`src/rtl/uart_tx_ctrl.sv`:
```
// uart_tx_ctrl: UART transmit frame sequencer.
// Owns an external PISO shift register (load/shift strobes) and generates
// baud timing, start bit and stop bit(s) around the PISO's serial output.
// Upstream sees a valid/ready byte interface that only accepts in IDLE.
//
// state   | meaning
// --------+----------------------------------------------------------
// S_IDLE  | line high, o_ready high, waiting for i_valid
// S_START | line low for one bit time; PISO loaded on first cycle
// S_DATA  | line follows PISO serial out, one shift per bit boundary
// S_STOP  | line high for STOP_BITS bit times, then o_done pulse
module uart_tx_ctrl #(
  parameter int CLKS_PER_BIT = 217,
  parameter int DATA_BITS    = 8,
  parameter int STOP_BITS    = 1
) (
  input  logic                 i_clk,
  input  logic                 i_reset,
  input  logic                 i_valid,
  input  logic [DATA_BITS-1:0] i_data,
  output logic                 o_ready,
  output logic [DATA_BITS-1:0] o_piso_data,
  output logic                 o_piso_load,
  output logic                 o_piso_shift,
  input  logic                 i_piso_serial,
  output logic                 o_tx,
  output logic                 o_busy,
  output logic                 o_done
);

  // Width guards keep the counters at least one bit wide for tiny
  // parameter choices (e.g. DATA_BITS=1).
  localparam int CNT_W = (CLKS_PER_BIT > 1) ? $clog2(CLKS_PER_BIT) : 1;
  localparam int IDX_W = (DATA_BITS > 1) ? $clog2(DATA_BITS) : 1;

  localparam logic [CNT_W-1:0] CNT_LAST      = CNT_W'(CLKS_PER_BIT - 1);
  localparam logic [IDX_W-1:0] IDX_DATA_LAST = IDX_W'(DATA_BITS - 1);
  localparam logic [IDX_W-1:0] IDX_STOP_LAST = IDX_W'(STOP_BITS - 1);

  typedef enum logic [1:0] {
    S_IDLE  = 2'd0,
    S_START = 2'd1,
    S_DATA  = 2'd2,
    S_STOP  = 2'd3
  } state_t;

  state_t           state;
  state_t           state_next;
  logic [CNT_W-1:0] baud_cnt;
  logic [CNT_W-1:0] baud_cnt_next;
  logic [IDX_W-1:0] bit_idx;
  logic [IDX_W-1:0] bit_idx_next;
  logic             bit_end;
  logic             accept;
  logic             load_next;
  logic             done_next;

  assign bit_end = (baud_cnt == CNT_LAST);

  // Next-state, bit index and combinational outputs for the frame sequence.
  always_comb begin
    state_next   = state;
    bit_idx_next = bit_idx;
    load_next    = 1'b0;
    done_next    = 1'b0;
    accept       = 1'b0;
    o_ready      = 1'b0;
    o_busy       = 1'b1;
    o_tx         = 1'b1;
    o_piso_shift = 1'b0;

    case (state)
      S_IDLE: begin
        o_ready = 1'b1;
        o_busy  = 1'b0;
        accept  = i_valid;
        if (i_valid) begin
          state_next   = S_START;
          load_next    = 1'b1;
          bit_idx_next = '0;
        end
      end

      S_START: begin
        o_tx = 1'b0;
        if (bit_end) begin
          state_next   = S_DATA;
          bit_idx_next = '0;
        end
      end

      S_DATA: begin
        // PISO bit 0 is already the current data bit; no extra register
        // stage so the line changes exactly on the bit boundary.
        o_tx = i_piso_serial;
        if (bit_end) begin
          if (bit_idx == IDX_DATA_LAST) begin
            state_next   = S_STOP;
            bit_idx_next = '0;
          end else begin
            o_piso_shift = 1'b1;
            bit_idx_next = bit_idx + 1'b1;
          end
        end
      end

      S_STOP: begin
        // bit_idx is reused to count stop bits.
        if (bit_end) begin
          if (bit_idx == IDX_STOP_LAST) begin
            state_next   = S_IDLE;
            done_next    = 1'b1;
            bit_idx_next = '0;
          end else begin
            bit_idx_next = bit_idx + 1'b1;
          end
        end
      end

      default: begin
        state_next = S_IDLE;
      end
    endcase

    // Baud counter restarts on every state entry and wraps at bit end.
    if ((state_next != state) || bit_end) begin
      baud_cnt_next = '0;
    end else begin
      baud_cnt_next = baud_cnt + 1'b1;
    end
  end

  // State register.
  always_ff @(posedge i_clk or posedge i_reset) begin
    if (i_reset) begin
      state <= S_IDLE;
    end else begin
      state <= state_next;
    end
  end

  // Baud counter and bit index registers.
  always_ff @(posedge i_clk or posedge i_reset) begin
    if (i_reset) begin
      baud_cnt <= '0;
      bit_idx  <= '0;
    end else begin
      baud_cnt <= baud_cnt_next;
      bit_idx  <= bit_idx_next;
    end
  end

  // Registered PISO data/load and frame-done pulse.
  always_ff @(posedge i_clk or posedge i_reset) begin
    if (i_reset) begin
      o_piso_data <= '0;
      o_piso_load <= 1'b0;
      o_done      <= 1'b0;
    end else begin
      if (accept) begin
        o_piso_data <= i_data;
      end
      o_piso_load <= load_next;
      o_done      <= done_next;
    end
  end

endmodule

```
`config.mk`:
```
export PLATFORM = sky130hd
export DESIGN_NAME = uart_tx_ctrl
export DESIGN_NICKNAME = d
export VERILOG_FILES = /design/src/rtl/uart_tx_ctrl.sv
export SDC_FILE = /design/constraint.sdc
export NUM_CORES = 1
export LEC_CHECK = 0
export ABC_AREA = 1
export CAP_MARGIN = 0
export CORE_ASPECT_RATIO = 0.8
export CORE_MARGIN = 2
export CORE_UTILIZATION = 48
export CTS_CLUSTER_SIZE = 25
export DETAILED_ROUTE_END_ITERATION = 16
export PLACE_DENSITY = 0.76
export SLEW_MARGIN = 30
export SYNTH_ARGS = -nofsm -noshare
export SYNTH_HDL_FRONTEND = slang
export SYNTH_SLANG_ARGS = --single-unit
```
`constraint.sdc`:
```
create_clock -name i_clk -period 3.65 [get_ports i_clk]
set_clock_uncertainty 0.05 [all_clocks]
set_input_delay 0.9125 -clock i_clk [delete_from_list [all_inputs] [get_ports i_clk]]
set_output_delay 0.9125 -clock i_clk [all_outputs]
set_load 0.02 [all_outputs]
```
# == Word-level counts from Yosys, hierarchy flattened ==
# Index checks and enable logic that the tools add are counted.
# op_classes
addsub,2
n_eq_ne,10
mux,27
n_reduce_logical,4
# ops
op,n
$mux 3,6
$mux 2,6
$pmux 3 s4,1
$mux 1,11
$add 8x1->8 const B,1
$eq 8x8->1 const B,1
$mux 8,1
$ne 2x2->1 const B,4
$pmux 2 s4,1
$eq 2x2->1 const B,2
$reduce_and 4->1,1
$add 3x1->3 const B,1
$eq 3x3->1 const B,1
$logic_not 3->1,1
$eq 2x1->1 const B,1
$logic_not 2->1,1
$ne 2x2->1,1
$pmux 1 s2,1
$logic_or 1x1->1,1
# totals
ff_bits,23
inputBits,12
output_inout_bits,14
elab_cells,49

# == Longest topological paths before layout ==
# logic_depth
depth_word,7
ltp_mapped,11
mapped_depth_nobuf,11

# == Least setup slack after synthesis ==
# No wires, ideal clock.
# synth_timing
path_kind,reg-to-output
start,register baud_cnt[0]
end,output o_piso_shift
arrival_time_ns,1.376
required_ns,2.688
setup_slack_ns,1.312
path_stages_with_launch,7
cell_sequence,dfrtp_1 > inv_1 > ha_1 > nand2_1 > nor2_8 > nand2_4 > nor3_1
# synth_between
elab_chain_len,3
# synth_rtl
item,line,rtl
from (decl),49,logic [CNT_W-1:0] baud_cnt;
from (signal assigned),148,baud_cnt <= baud_cnt_next;
$eq 8x8->1,58,assign bit_end = (baud_cnt == CNT_LAST);
$mux 1,96,if (bit_end) begin
$mux 1,72,case (state)
to (decl),24,"output logic o_piso_shift,"
# Every way passes these cells.

# == Final worst setup path ==
# layout_timing
start,input i_piso_serial
end,output o_tx
# layout_between
elab_chain_len,1
# layout_rtl
item,line,rtl
from (decl),25,"input logic i_piso_serial,"
$pmux 1 s2,72,
to (decl),26,"output logic o_tx,"
# Every way passes these cells.

==> results.md <==
- Gr usage total: 0.176
- First-pass GRT wire length: 3950 um
- Gate Count Post-Synth: 134
- Syn Area/Cell: 8.87 um^2
- Hold Vio Cnt, Final: 0
- Vias in the first global route: 891
- CP required: 2.69 ns
- PostCTS Resize Cnt: 0
- Register area share after synthesis: 0.484
- Clock Sinks: 23
- Vias/cell: 4.71
- FF+latch count, synth: 23
- Routed Antenna Nets: 0
- Yosys cell types: 23
- Mapped Area: 1190 um^2
- Post-CTS Hold Fix Bufs: 0
- IO Count: 26
- Worst slew margin: 0.471
- Site Rows: 16
- Share of layout cells above drive strength 1: 0.173
- Fillers: 210
- Antenna violations before repair: 0
- P&R area growth vs syn: 25.2%
- WL/cell: 11.0 um
- CP Class: primary input to output pin
- H-tree levels: 1
- Final critical-path share of the clock period: 0.844
- Critical Path Source: i_piso_serial
- Diodes inserted: 0
- Drt drc: 0
- Postcts setup bufs: 0
- Critical path endpoint category: output pin
- CTS Buf Count: 3
- GPL Wtd Cong: 0.828
- Core area: 2400 um^2
- CTS tree: yes
- Commonest non-fill, non-tap cell in the layout: nand2_1
- FMAX: 325 MHz
- Post-DP HPWL: 1670 um
- Worst Hold Depth: 2
- Pre-CTS setup slack: 0.572 ns
- Worst-Skew Late Latency: 0.31 ns
- DR iter-0 viols: 34
- Synth warnings: 0
- Most frequent cells in the layout: nand2_1 (40), clkdlybuf4s50_1 (25), dfrtp_1 (23), inv_1 (13), nor2_2 (9)
- Starting density of the core: 0.495
- Critical path peak fanout: 1
- Largest net degree at the start of global routing: 24
- Final Critical Period: 3.08 ns
- Unrepaired setup endpoints after global routing: false
- Via Count: 890
- Detailed Route WL: 2080 um
- Maxcap violations: 0
- Die H: 48.5 um
- Placed insts: 185
- Sum Neg Setup Slack: 0 ns
- CP Launch Type: primary input
- Worst-Margin Slew: 0.789 ns
- Die Area: 2890 um^2
- Register Area: 576 um^2
- Reg2Reg Depth: 11
- RR Startpoint: baud_cnt[0]
- IO buf count: 25
- Final setup fails: 0
- Leakage: 0.758 nW
- Longest Clk Path Bufs: 2
- Die Wd: 59.6 um
- Multi-input gate area: 527 um^2
- Worst-path clk slew: 0.12 ns
- PwrDens: 261 nW/um^2
- Grt ovf: 0
- Mapped Nets: 151
- Worst hold path type: flip-flop to flip-flop
- Nets: 180
- Final Util: 0.619
- 1st-pass router iterations: 4
- Worst Slack Setup Final: 0.570 ns
- Worst vdd ir: 0.000217 V
- Status: finished, final reports clean
- Slew Limit Fails: 0
- Worst EP arrival: 2.12 ns
- Clock root buffer master: clkbuf_4
- Min-Delay Startpoint: o_piso_data[2]
- Final instance count without filler cells: 189
-- power breakdown --
part           switching, W  internal (W)  leakage [nW]
clock             0.0000747     0.0000427        0.0150
sequential                0      0.000255         0.297
combinational    0.00000653     0.0000103         0.446
total             0.0000812      0.000308         0.758
-- registers in the layout (all words and copies together), names as in the netlist --
name / cells
baud_cnt: 8
o_piso_data: 8
bit_idx: 3
state: 2
o_done: 1
o_piso_load: 1
-- final cells by class --
cell class,count,area share
Timing Repair Buffer,25,0.168
Multi-Input combinational cell,90,0.354
Tap cell,27,0.0227
Clock buffer,4,0.0177
Sequential cell,23,0.387
Inverter,20,0.0505
-- through the flow --
| stage | power (W) | cell area, um^2 | hold slack (ns) |
|---|---|---|---|
| final | 0.000389 | 1490 | 0.446 |
| after global routing | 0.000407 | 1490 | 0.488 |
| after CTS | 0.000395 | 1490 | 0.450 |
| after detailed placement | 0.000277 | 1460 | 0.420 |
| after global placement | 0.000276 | 1460 | 0.413 |
| after floorplan | 0.000263 | 1190 | 0.411 |
-- cell families (layout without fill, tap and decap cells) --
kind of cell / count (synthesis) / count (layout) / synth area share
AOI/OAI and AO/OA: 10 / 10 / 0.0526
xor gates and xnor gates: 3 / 3 / 0.0221
and+or+nand+nor: 72 / 72 / 0.316
adders and majority gates: 5 / 5 / 0.0526
DFF: 23 / 23 / 0.484
buffers and inverters: 21 / 49 / 0.0726
-- final timing paths --
path	to	slack, ns
hold reg to reg	o_piso_data[2]	0.45
max in group asynchronous	baud_cnt[3]	2.28
min in group asynchronous	baud_cnt[7]	0.90
setup reg to reg	baud_cnt[2]	2.06
hold / removal	o_piso_data[2]	0.45
setup / recovery	o_tx	0.57
-- worst max-delay path: stages --
cell and delay (ns):
clkdlybuf4s50_1 0.46, o21ai_0 0.08, nand2_1 0.06, clkdlybuf4s50_1 0.60
-- layer usage --
metal | vias to the layer above | wire (um) | track usage
li1 | 464 | - | -
met1 | 413 | 970 | 0.228
met2 | 13 | 1040 | 0.291
met3 | 0 | 70 | 0.0588
met4 | 0 | 0 | 0.0296
met5 | - | 0 | 0
-- cells in the mapped netlist (all sizes together) --
master | number | area (um^2)
inv | 19 | 71.3
o21ai | 8 | 51.3
buf | 1 | 11.3
o22ai | 1 | 6.26
dfrtp | 23 | 576
a21oi | 1 | 5.00
nand3 | 9 | 55.1
nand2 | 45 | 196
nor3 | 2 | 10.0
xor2 | 1 | 8.76
ha | 5 | 62.6
clkinv | 1 | 3.75
xnor2 | 2 | 17.5
nor2 | 16 | 114
Note: power is estimated with default switching activity, not from simulation.
